File: config.mk
export PLATFORM = sky130hd
export DESIGN_NAME = packet_read_scheduler
export DESIGN_NICKNAME = d
export VERILOG_FILES = /design/src/rtl/packet_read_scheduler.sv
export SDC_FILE = /design/constraint.sdc
export NUM_CORES = 1
export LEC_CHECK = 0
export CAP_MARGIN = 10
export CORE_AREA = 2 2 120 122
export CTS_CLUSTER_DIAMETER = 40
export DETAILED_ROUTE_END_ITERATION = 7
export DIE_AREA = 0 0 122 124
export HOLD_SLACK_MARGIN = 0.1
export PLACE_DENSITY = 0.78
export SKIP_CTS_REPAIR_TIMING = 1
export SYNTH_ARGS = -nofsm -noshare
export SYNTH_HDL_FRONTEND = slang
export SYNTH_SLANG_ARGS = --single-unit
File: constraint.sdc
create_clock -name iclk -period 3.3 [get_ports iclk]
set_clock_uncertainty 0.2 [all_clocks]
set_input_delay 0.66 -clock iclk [delete_from_list [all_inputs] [get_ports iclk]]
set_output_delay 0.66 -clock iclk [all_outputs]
set_load 0.005 [all_outputs]
File: src/rtl/packet_read_scheduler.sv
// Round-robin packet read scheduler: shares one TX byte stream between pPORTS packet memories.
// Latency: first TX byte 2 cycles after ogrant rises; TX idle gap 2 cycles (pIFG with ARB_IFG_EN).
// Backpressure: ihold blocks new grants only; a packet in flight always completes. Option macro: ARB_IFG_EN.
module packet_read_scheduler #(
  parameter int pPORTS             = 4,
  parameter int pDATA_WIDTH        = 8,
  parameter int pMAX_PACKET_LENGHT = 1536,
  parameter int pDEPTH_RAM         = 3072,
  parameter int pLEN_W             = 11,
  parameter int pADDR_W            = 12,
  parameter int pIFG               = 12
) (
  input  logic                            iclk,
  input  logic                            i_rst,
  input  logic [pPORTS-1:0]               iempty,
  input  logic [pPORTS*pLEN_W-1:0]        ilen,
  input  logic [pPORTS*pADDR_W-1:0]       iptr,
  input  logic [pPORTS*pDATA_WIDTH-1:0]   ird_data,
  input  logic                            ihold,
  output logic [pADDR_W-1:0]              ord_addr,
  output logic [pPORTS-1:0]               ogrant,
  output logic [pPORTS-1:0]               opop,
  output logic [pDATA_WIDTH-1:0]          otx_d,
  output logic                            otx_dv,
  output logic                            oerr,
  output logic                            obusy
);

  localparam int PW = $clog2(pPORTS);
  // The last GAP cycle also hosts the next grant, so the TX idle gap is GAP_CYC+1 cycles.
`ifdef ARB_IFG_EN
  localparam int GAP_CYC = (pIFG > 1) ? pIFG - 1 : 1;
`else
  localparam int GAP_CYC = 1;
`endif
  localparam int GW = (pIFG > 1) ? $clog2(pIFG) : 1;

  typedef enum logic [1:0] {IDLE, READ, DRAIN, GAP} state_t;

  state_t                 r_state;
  logic [PW-1:0]          r_rr_ptr;
  logic [PW-1:0]          r_sel;
  logic [pLEN_W-1:0]      r_len;
  logic [pLEN_W-1:0]      r_cnt;
  logic [pADDR_W-1:0]     r_addr;
  logic [pPORTS-1:0]      r_grant;
  logic [pPORTS-1:0]      r_pop;
  logic                   r_err;
  logic                   r_addr_vld;
  logic                   r_data_vld;
  logic [pDATA_WIDTH-1:0] r_tx_d;
  logic                   r_tx_dv;
  logic [GW-1:0]          r_gap_cnt;

  logic                   w_req_vld;
  logic [PW-1:0]          w_req_idx;
  logic [pLEN_W-1:0]      w_req_len;
  logic [pADDR_W-1:0]     w_req_ptr;
  logic [PW:0]            w_idx_ext;
  logic [pPORTS-1:0]      w_req_onehot;
  logic                   w_len_bad;
  logic                   w_gap_last;
  logic                   w_can_grant;
  logic [PW-1:0]          w_sel_nxt;
  logic [pADDR_W-1:0]     w_addr_inc;
  logic [pDATA_WIDTH-1:0] w_rd_sel;

  // Round-robin search: first non-empty port from the RR pointer upward, with wrap.
  always_comb begin
    w_req_vld = 1'b0;
    w_req_idx = '0;
    w_req_len = '0;
    w_req_ptr = '0;
    w_idx_ext = '0;
    for (int k = 0; k < pPORTS; k++) begin
      w_idx_ext = {1'b0, r_rr_ptr} + (PW+1)'(k);
      if (w_idx_ext >= (PW+1)'(pPORTS)) w_idx_ext = w_idx_ext - (PW+1)'(pPORTS);
      for (int p = 0; p < pPORTS; p++) begin
        if (!w_req_vld && (w_idx_ext == (PW+1)'(p)) && !iempty[p]) begin
          w_req_vld = 1'b1;
          w_req_idx = PW'(p);
          w_req_len = ilen[p*pLEN_W +: pLEN_W];
          w_req_ptr = iptr[p*pADDR_W +: pADDR_W];
        end
      end
    end
  end

  // Read-data mux for the port currently owning the TX pipeline.
  always_comb begin
    w_rd_sel = '0;
    for (int p = 0; p < pPORTS; p++) begin
      if (r_sel == PW'(p)) w_rd_sel = ird_data[p*pDATA_WIDTH +: pDATA_WIDTH];
    end
  end

  assign w_req_onehot = {{(pPORTS-1){1'b0}}, 1'b1} << w_req_idx;
  assign w_len_bad    = (w_req_len == '0) || (32'(w_req_len) > 32'(pMAX_PACKET_LENGHT));
  assign w_gap_last   = (r_gap_cnt == GW'(GAP_CYC - 1));
  assign w_can_grant  = !ihold && w_req_vld &&
                        ((r_state == IDLE) || ((r_state == GAP) && w_gap_last));
  assign w_sel_nxt    = (r_sel == PW'(pPORTS - 1)) ? '0 : r_sel + 1'b1;
  // Stepping the address by one with wrap equals (base + cnt) mod depth since base < depth.
  assign w_addr_inc   = (r_addr == pADDR_W'(pDEPTH_RAM - 1)) ? '0 : r_addr + 1'b1;

  // Scheduler FSM: grant, address sweep, release pulse, inter-frame gap.
  always_ff @(posedge iclk) begin
    if (i_rst) begin
      r_state    <= IDLE;
      r_rr_ptr   <= '0;
      r_sel      <= '0;
      r_len      <= '0;
      r_cnt      <= '0;
      r_addr     <= '0;
      r_grant    <= '0;
      r_pop      <= '0;
      r_err      <= 1'b0;
      r_addr_vld <= 1'b0;
      r_gap_cnt  <= '0;
    end else begin
      r_pop <= '0;
      r_err <= 1'b0;
      if (w_can_grant) begin
        r_sel   <= w_req_idx;
        r_grant <= w_req_onehot;
        r_len   <= w_req_len;
        r_cnt   <= '0;
        if (w_len_bad) begin
          // Illegal length: release and flag without reading; DRAIN is the release cycle.
          r_pop      <= w_req_onehot;
          r_err      <= 1'b1;
          r_addr_vld <= 1'b0;
          r_state    <= DRAIN;
        end else begin
          r_addr     <= w_req_ptr;
          r_addr_vld <= 1'b1;
          r_state    <= READ;
        end
      end else begin
        case (r_state)
          READ: begin
            if (r_cnt == r_len - 1'b1) begin
              r_pop      <= r_grant;
              r_addr_vld <= 1'b0;
              r_state    <= DRAIN;
            end else begin
              r_cnt  <= r_cnt + 1'b1;
              r_addr <= w_addr_inc;
            end
          end
          DRAIN: begin
            r_grant   <= '0;
            r_rr_ptr  <= w_sel_nxt;
            r_gap_cnt <= '0;
            r_state   <= GAP;
          end
          GAP: begin
            if (w_gap_last) r_state   <= IDLE;
            else            r_gap_cnt <= r_gap_cnt + 1'b1;
          end
          default: r_state <= IDLE;
        endcase
      end
    end
  end

  // TX pipeline: address cycle -> SRAM data cycle -> registered TX byte.
  always_ff @(posedge iclk) begin
    if (i_rst) begin
      r_data_vld <= 1'b0;
      r_tx_dv    <= 1'b0;
      r_tx_d     <= '0;
    end else begin
      r_data_vld <= r_addr_vld;
      r_tx_dv    <= r_data_vld;
      r_tx_d     <= r_data_vld ? w_rd_sel : '0;
    end
  end

  assign ord_addr = r_addr;
  assign ogrant   = r_grant;
  assign opop     = r_pop;
  assign oerr     = r_err;
  assign otx_d    = r_tx_d;
  assign otx_dv   = r_tx_dv;
  assign obusy    = (r_state != IDLE);

endmodule

=== Word level (Yosys, flattened, before mapping) ===
Index checks and enable logic that the tools add are counted.
Widths: inputs -> output; s select.

* Register bits: 64

* Reduce and logical (&&, ||, !) cells: 78
* Eq/ne operators: 25
* Shift-type cells: 1
* Muxes and demuxes: 95
* Bitwise logic cells: 3
* $add $sub $neg: 12
* $lt $le $gt $ge: 5

{| class="wikitable"
|+ Operators with widths
! operator !! count
|-
| $mux 12 || 21
|-
| $mux 11 || 16
|-
| $mux 2 || 19
|-
| $logic_and 1x1->1 || 34
|-
| $mux 8 || 4
|-
| $mux 4 || 7
|-
| $eq 3x2->1 const B || 8
|-
| $mux 1 || 22
|-
| $logic_not 1->1 || 20
|-
| $add 12x1->12 const B || 1
|-
| $eq 12x12->1 const B || 1
|-
| $eq 3x1->1 const B || 4
|-
| $logic_not 3->1 || 4
|-
| $mux 3 || 4
|-
| $add 11x1->11 const B || 1
|-
| $eq 11x11->1 || 1
|-
| $gt 11x11->1 const B || 1
|-
| $logic_not 11->1 || 1
|-
| $sub 11x1->11 const B || 1
|-
| $reduce_bool 2->1 || 5
|-
| $ge 3x3->1 const B || 3
|-
| $sub 3x3->3 const B || 3
|-
| $eq 2x2->1 const B || 4
|-
| $pmux 4 s2 || 1
|-
| other kinds (18) || 33
|}

=== Depth between registers and ports, before layout ===
* Word-level depth: 69
* Depth in mapped cells: 15
* Depth with buffers taken out: 12

=== Worst setup path after synthesis ===
OpenSTA, ideal clock, no wires.

* Path kind: input to register
* From: input iempty[0]
* To: register r_addr[0], in the netlist ord_addr[0]
* Arrival: 3.206 ns
* Slack: -0.234 ns
* Buffers on the path: 2
* Library setup time: 0.128 ns
* Stages on the path: 12
* Path through: clkbuf_1 > or3b_2 > o211ai_1 > a222oi_1 > o311ai_1 > a22oi_1 > and4_1 > a211o_1 > a31oi_4 > buf_6 > mux2i_1 > nor2_1

* Word-level cells in the longest chain between the ends: 67

{| class="wikitable"
|+ Ends and longest elaborated chain
! item !! line !! text
|-
| from (decl) || 15 || <nowiki>input logic [pPORTS-1:0] iempty,</nowiki>
|-
| $logic_not 1->1 (*) || 79 || <nowiki>if (!w_req_vld && (w_idx_ext == (PW+1)'(p)) && !iempty[p]) begin</nowiki>
|-
| $logic_and 1x1->1 || 79 ||
|-
| $mux 1 || 79 ||
|-
| $logic_not 1->1 || 79 ||
|-
| $logic_and 1x1->1 (2 in series) || 79 ||
|-
| $mux 1 || 79 ||
|-
| $logic_not 1->1 || 79 ||
|-
| $logic_and 1x1->1 (2 in series) || 79 ||
|-
| [48 not listed] || -- ||
|-
| $mux 1 || 79 ||
|-
| $logic_not 1->1 || 79 ||
|-
| $logic_and 1x1->1 (2 in series) || 79 ||
|-
| $mux 11 or $mux 1 (tied branches) || 79 ||
|-
| $gt 11x11->1 (tied with other cells) || 98 || <nowiki>assign w_len_bad = (w_req_len == '0) || (32'(w_req_len) > 32'(pMAX_PACKET_LENGHT));</nowiki>
|-
| $logic_or 1x1->1 or $logic_and 1x1->1 (tied branches) || 98, 100 ||
|-
| $ne 2x2->1 (no source line) or $reduce_bool 2->1 (tied branches) || -- ||
|-
| $reduce_and 3->1 (no source line) || -- ||
|-
| to (signal assigned) || 135 || <nowiki>r_addr <= w_req_ptr;</nowiki>
|-
| to (signal assigned) || 148 || <nowiki>r_addr <= w_addr_inc;</nowiki>
|-
| to (decl) || 45 || <nowiki>logic [pADDR_W-1:0] r_addr;</nowiki>
|}

Every way passes the cells marked *; elsewhere a longest branch is shown, timed or not. The select of a mux whose other input is x is not followed.
A chain may end at the register's enable or synchronous reset.

=== Worst setup path after layout ===
* From: input iempty[1]
* To: register r_addr[4], in the netlist ord_addr[4]

* Word-level cells in the longest chain between the ends: 63

{| class="wikitable"
|+ Ends and longest elaborated chain
! item !! line
|-
| $logic_not 1->1 (*) || 79
|-
| $logic_and 1x1->1 || 79
|-
| $mux 1 || 79
|-
| $logic_not 1->1 || 79
|-
| $logic_and 1x1->1 (2 in series) || 79
|-
| $mux 1 || 79
|-
| $logic_not 1->1 || 79
|-
| $logic_and 1x1->1 (2 in series) || 79
|-
| [44 not listed] || --
|-
| $mux 1 || 79
|-
| $logic_not 1->1 || 79
|-
| $logic_and 1x1->1 (2 in series) || 79
|-
| $mux 11 or $mux 1 (tied branches) || 79
|-
| $gt 11x11->1 (tied with other cells) || 98
|-
| $logic_or 1x1->1 or $logic_and 1x1->1 (tied branches) || 98, 100
|-
| $ne 2x2->1 (no source line) or $reduce_bool 2->1 (tied branches) || --
|-
| $reduce_and 3->1 (no source line) || --
|}

Marks and branches as above.

==> results <==
cells in the mapped netlist, types with 9 or more instances:
master    instances  area, sq um
ha_1             13          163
o22ai_1          24          150
a221oi_1         19          166
nand2_1          82          308
a22o_1           11         96.3
a21oi_1          90          450
buf_2            23          115
inv_1            30          113
a222oi_1         11          110
o21ai_0          35          175
nor3b_1           9         67.6
o221ai_1         10         87.6
clkbuf_1         43          161
nand3_1          47          235
nand3b_1         15          113
nor3_1           20          100
a22oi_1          11         82.6
nand2b_1          9         56.3
nor2b_1          12         75.1
xnor2_1          14          123
dfxtp_1          64         1280
a31oi_1           9         56.3
xor2_1           13          114
and3_1            9         56.3
nor2_1          127          477
a211oi_1         21          158
metal layers:
layer	share of wire, %	wire length, um	vias to the layer above	global-route usage, %
met4	4.7	1410	0	15.2
met1	39	11800	4222	48.2
met3	9.1	2720	125	4.81
met5	0	0	-	0
li1	-	-	4063	-
met2	47	14000	592	62.3
where the power goes:
part	switching, mW	internal [mW]
clock	0.331	0.623
combinational	1.53	1.55
sequential	0.173	0.901
sequential cells by signal (all words and copies together) (netlist names), 2 cells and up:
signal / flops
ogrant: 4
r_cnt: 11
r_gap_cnt: 4
otx_d: 8
r_state: 2
opop: 4
ord_addr: 12
r_rr_ptr: 2
r_len: 11
r_sel: 2
metrics by stage:
stage | instance area, sq um | total power [mW] | setup WS (ns) | std cells | setup TNS (ns)
2_1_floorplan | 6260 | 2.47 | -0.183 | 904 | -0.765
3_3_place_gp | 9430 | 3.67 | -1.07 | 1385 | -20.63
3_5_place_dp | 9430 | 3.71 | -1.12 | 1385 | -21.74
4_1_cts | 9730 | 4.69 | -0.780 | 1401 | -13.34
5_1_grt | 10200 | 5.36 | -0.534 | 1422 | -8.03
6_report | 10200 | 5.11 | -0.353 | 1422 | -4.77
worst max path at each step:
stage | slack [ns] | start | endpoint | cells past startpoint
2_1_floorplan | -0.18 | iempty[0] | ord_addr[0]$_SDFFE_PP0P_ | 13
4_1_cts | -0.78 | iempty[2] | ord_addr[11]$_SDFFE_PP0P_ | 14
3_3_place_gp | -1.07 | iempty[0] | ord_addr[8]$_SDFFE_PP0P_ | 13
3_5_place_dp | -1.12 | iempty[2] | ord_addr[11]$_SDFFE_PP0P_ | 14
5_1_grt | -0.53 | r_rr_ptr[1]$_SDFFE_PP0P_ | ord_addr[9]$_SDFFE_PP0P_ | 14
6_report | -0.35 | iempty[1] | ord_addr[4]$_SDFFE_PP0P_ | 15
cell families after synthesis:
logic type,Yosys count
buffers and inverters,102
AOI/OAI and AO/OA,308
and+or+nand+nor,382
DFF,64
xor gates and xnor gates,27
adders and majority gates,13
muxes,8
layout make-up:
class / count / area, sq um / share of cell area, %
Tap cell: 180 / 225 / 2.20
Multi-Input combinational cell: 738 / 4780 / 46.7
Timing Repair Buffer: 394 / 3530 / 34.5
Inverter: 30 / 113 / 1.10
Clock inverter: 3 / 40.0 / 0.391
Clock buffer: 13 / 260 / 2.54
Sequential cell: 64 / 1290 / 12.6
==> flow_summary_export.csv <==
group,metric,value,unit
place,gp_congestion,1.04,
global_route,grt_pass1_wl,43.8,mm
die,die_h,124,um
layout,n_antenna_cell,0,
sta,drv_slew,0,
power_and_ir_drop,ir_drop,0.325,mV
die,die_x,122,um
drt,drc_errors,0,
sta,period_needed,3.65,ns
sta,hold_viol_final,0,
cts,cts.clk_slew.worst_paths,0.05,ns
layout,final_util,74.6,%
cts,clock-sinks,64,
cts,insertion_delay,0.33,ns
worst_setup_path,path_cells,"clkbuf_4, buf_6, buf_4, or3b_1, a211oi_2, buf_4, a21oi_1, o21a_1, o31a_1, and4b_2, a211o_4, a31oi_4, buf_12, nor2_4, a22o_1",
logic_synthesis,syn_nets,1048,
power_and_ir_drop,p_per_area,499,mW/mm^2
drt,via_per_inst,6.33,
place,io_buffers,161,
worst_setup_path,crit_buf_inv,5,
die,io_pins,162,
worst_setup_path,cp_slowest_cell,"or3b_1",
logic_synthesis,yosysWarnings,0,
worst_setup_path,required,3.32,ns
worst_setup_path,crit_path_max_incr_delay,0.39,ns
logic_synthesis,synthCells,904,
logic_synthesis,ys_seq_elements,64,
worst_hold_path,hold_depth,1,
logic_synthesis,synthMuxAreaShare,1.33,%
drt,ant_nets,0,
worst_setup_path,critPathLaunchType,"primary input",
die,die_area,0.0151,sq mm
logic_synthesis,synth-seq-area-share,20.6,%
die,initial_core_util,45.4,%
outcome,outcome,"complete, but fails checks",
worst_setup_path,worst-setup-path-type,"primary input to flip-flop",
worst_hold_path,holdPathEnd,"r_data_vld$_SDFF_PP0_",
logic_synthesis,synth_xor_area_share,3.79,%
layout,nets,1381,
cts,clockBufferDepth,2,
worst_setup_path,r2r_end,"ord_addr[4]$_SDFFE_PP0P_",
logic_synthesis,synth_area,0.00623,sq mm
sta,max_freq,274,MHz
global_route,grt_use_total,37.1,%
logic_synthesis,synthAdderAreaFrac,2.61,%
worst_setup_path,ff2ff_path_depth,14,
worst_setup_path,cp_max_fo,9,
sta,tightest_slew,0.734,ns
place,hpwl,22.4,mm
global_route,grt_max_degree,37,
sta,timing.final.crit_share,111,%
drt,wl,29.9,mm
worst_setup_path,cpMostUsedCell,"buf_4",
logic_synthesis,yosys.area_share.simple,30.5,%
power_and_ir_drop,leakage,4.18,nW
logic_synthesis,synth-compound-area-share,34.3,%
logic_synthesis,synth_top_family_by_area,"compound AO/OA/AOI/OAI gates",
outcome,violations,"negative setup slack",
sta,setup_violations,20,
run,maxCapViolations,0,
drt,post_drt_wl_per_cell,21.0,um
global_route,grt-ovfl-total,0,
cts,cts_tree,"done",
die,coreArea,0.0137,sq mm
die,rows,43,
logic_synthesis,yosysUniqueCellTypes,78,
layout,area_growth,64.3,%
worst_setup_path,cp.arrival,3.67,ns
sta,rsz0062_at_grt,"yes",
global_route,antenna_found_initial,0,
worst_setup_path,r2r_slack,-0.35,ns
layout,final_common_cell,"buf_4",
drt,dr.pass1.iters,7,
worst_setup_path,cp_top_family,"compound AO/OA/AOI/OAI gates",
sta,slew_headroom,50.5,%
layout,nFillCells,1057,
logic_synthesis,synth_edf_count,0,
global_route,grt_pass1_vias,8289,
logic_synthesis,syn-mean-instance-area,6.89,sq um
layout,layout_common_cells,"buf_4 (212), clkdlybuf4s50_1 (155), nor2_1 (122), a21oi_1 (87), nand2_1 (80)",
layout,drive_gt1_share,25.5,%
sta,holdWs,0.262,ns
logic_synthesis,synth_ff_type,"dfxtp_1",
cts,h-tree-depth,3,
worst_setup_path,reg2reg_from,"r_rr_ptr[1]$_SDFFE_PP0P_",
sta,fin_ws,-0.353,ns
logic_synthesis,async_flop_share,0,%
cts,numCtsBuffers,9,
drt,first_iter_violations,1161,
worst_hold_path,min_from,"r_addr_vld$_SDFFE_PP0P_",
drt,vias,9002,
worst_setup_path,critPathCaptureType,"flip-flop",
cts,clockRootBuffer,"clkbuf_16",
worst_hold_path,hold_path_class,"flip-flop to flip-flop",
No activity file was read; power rests on OpenSTA's default activity.
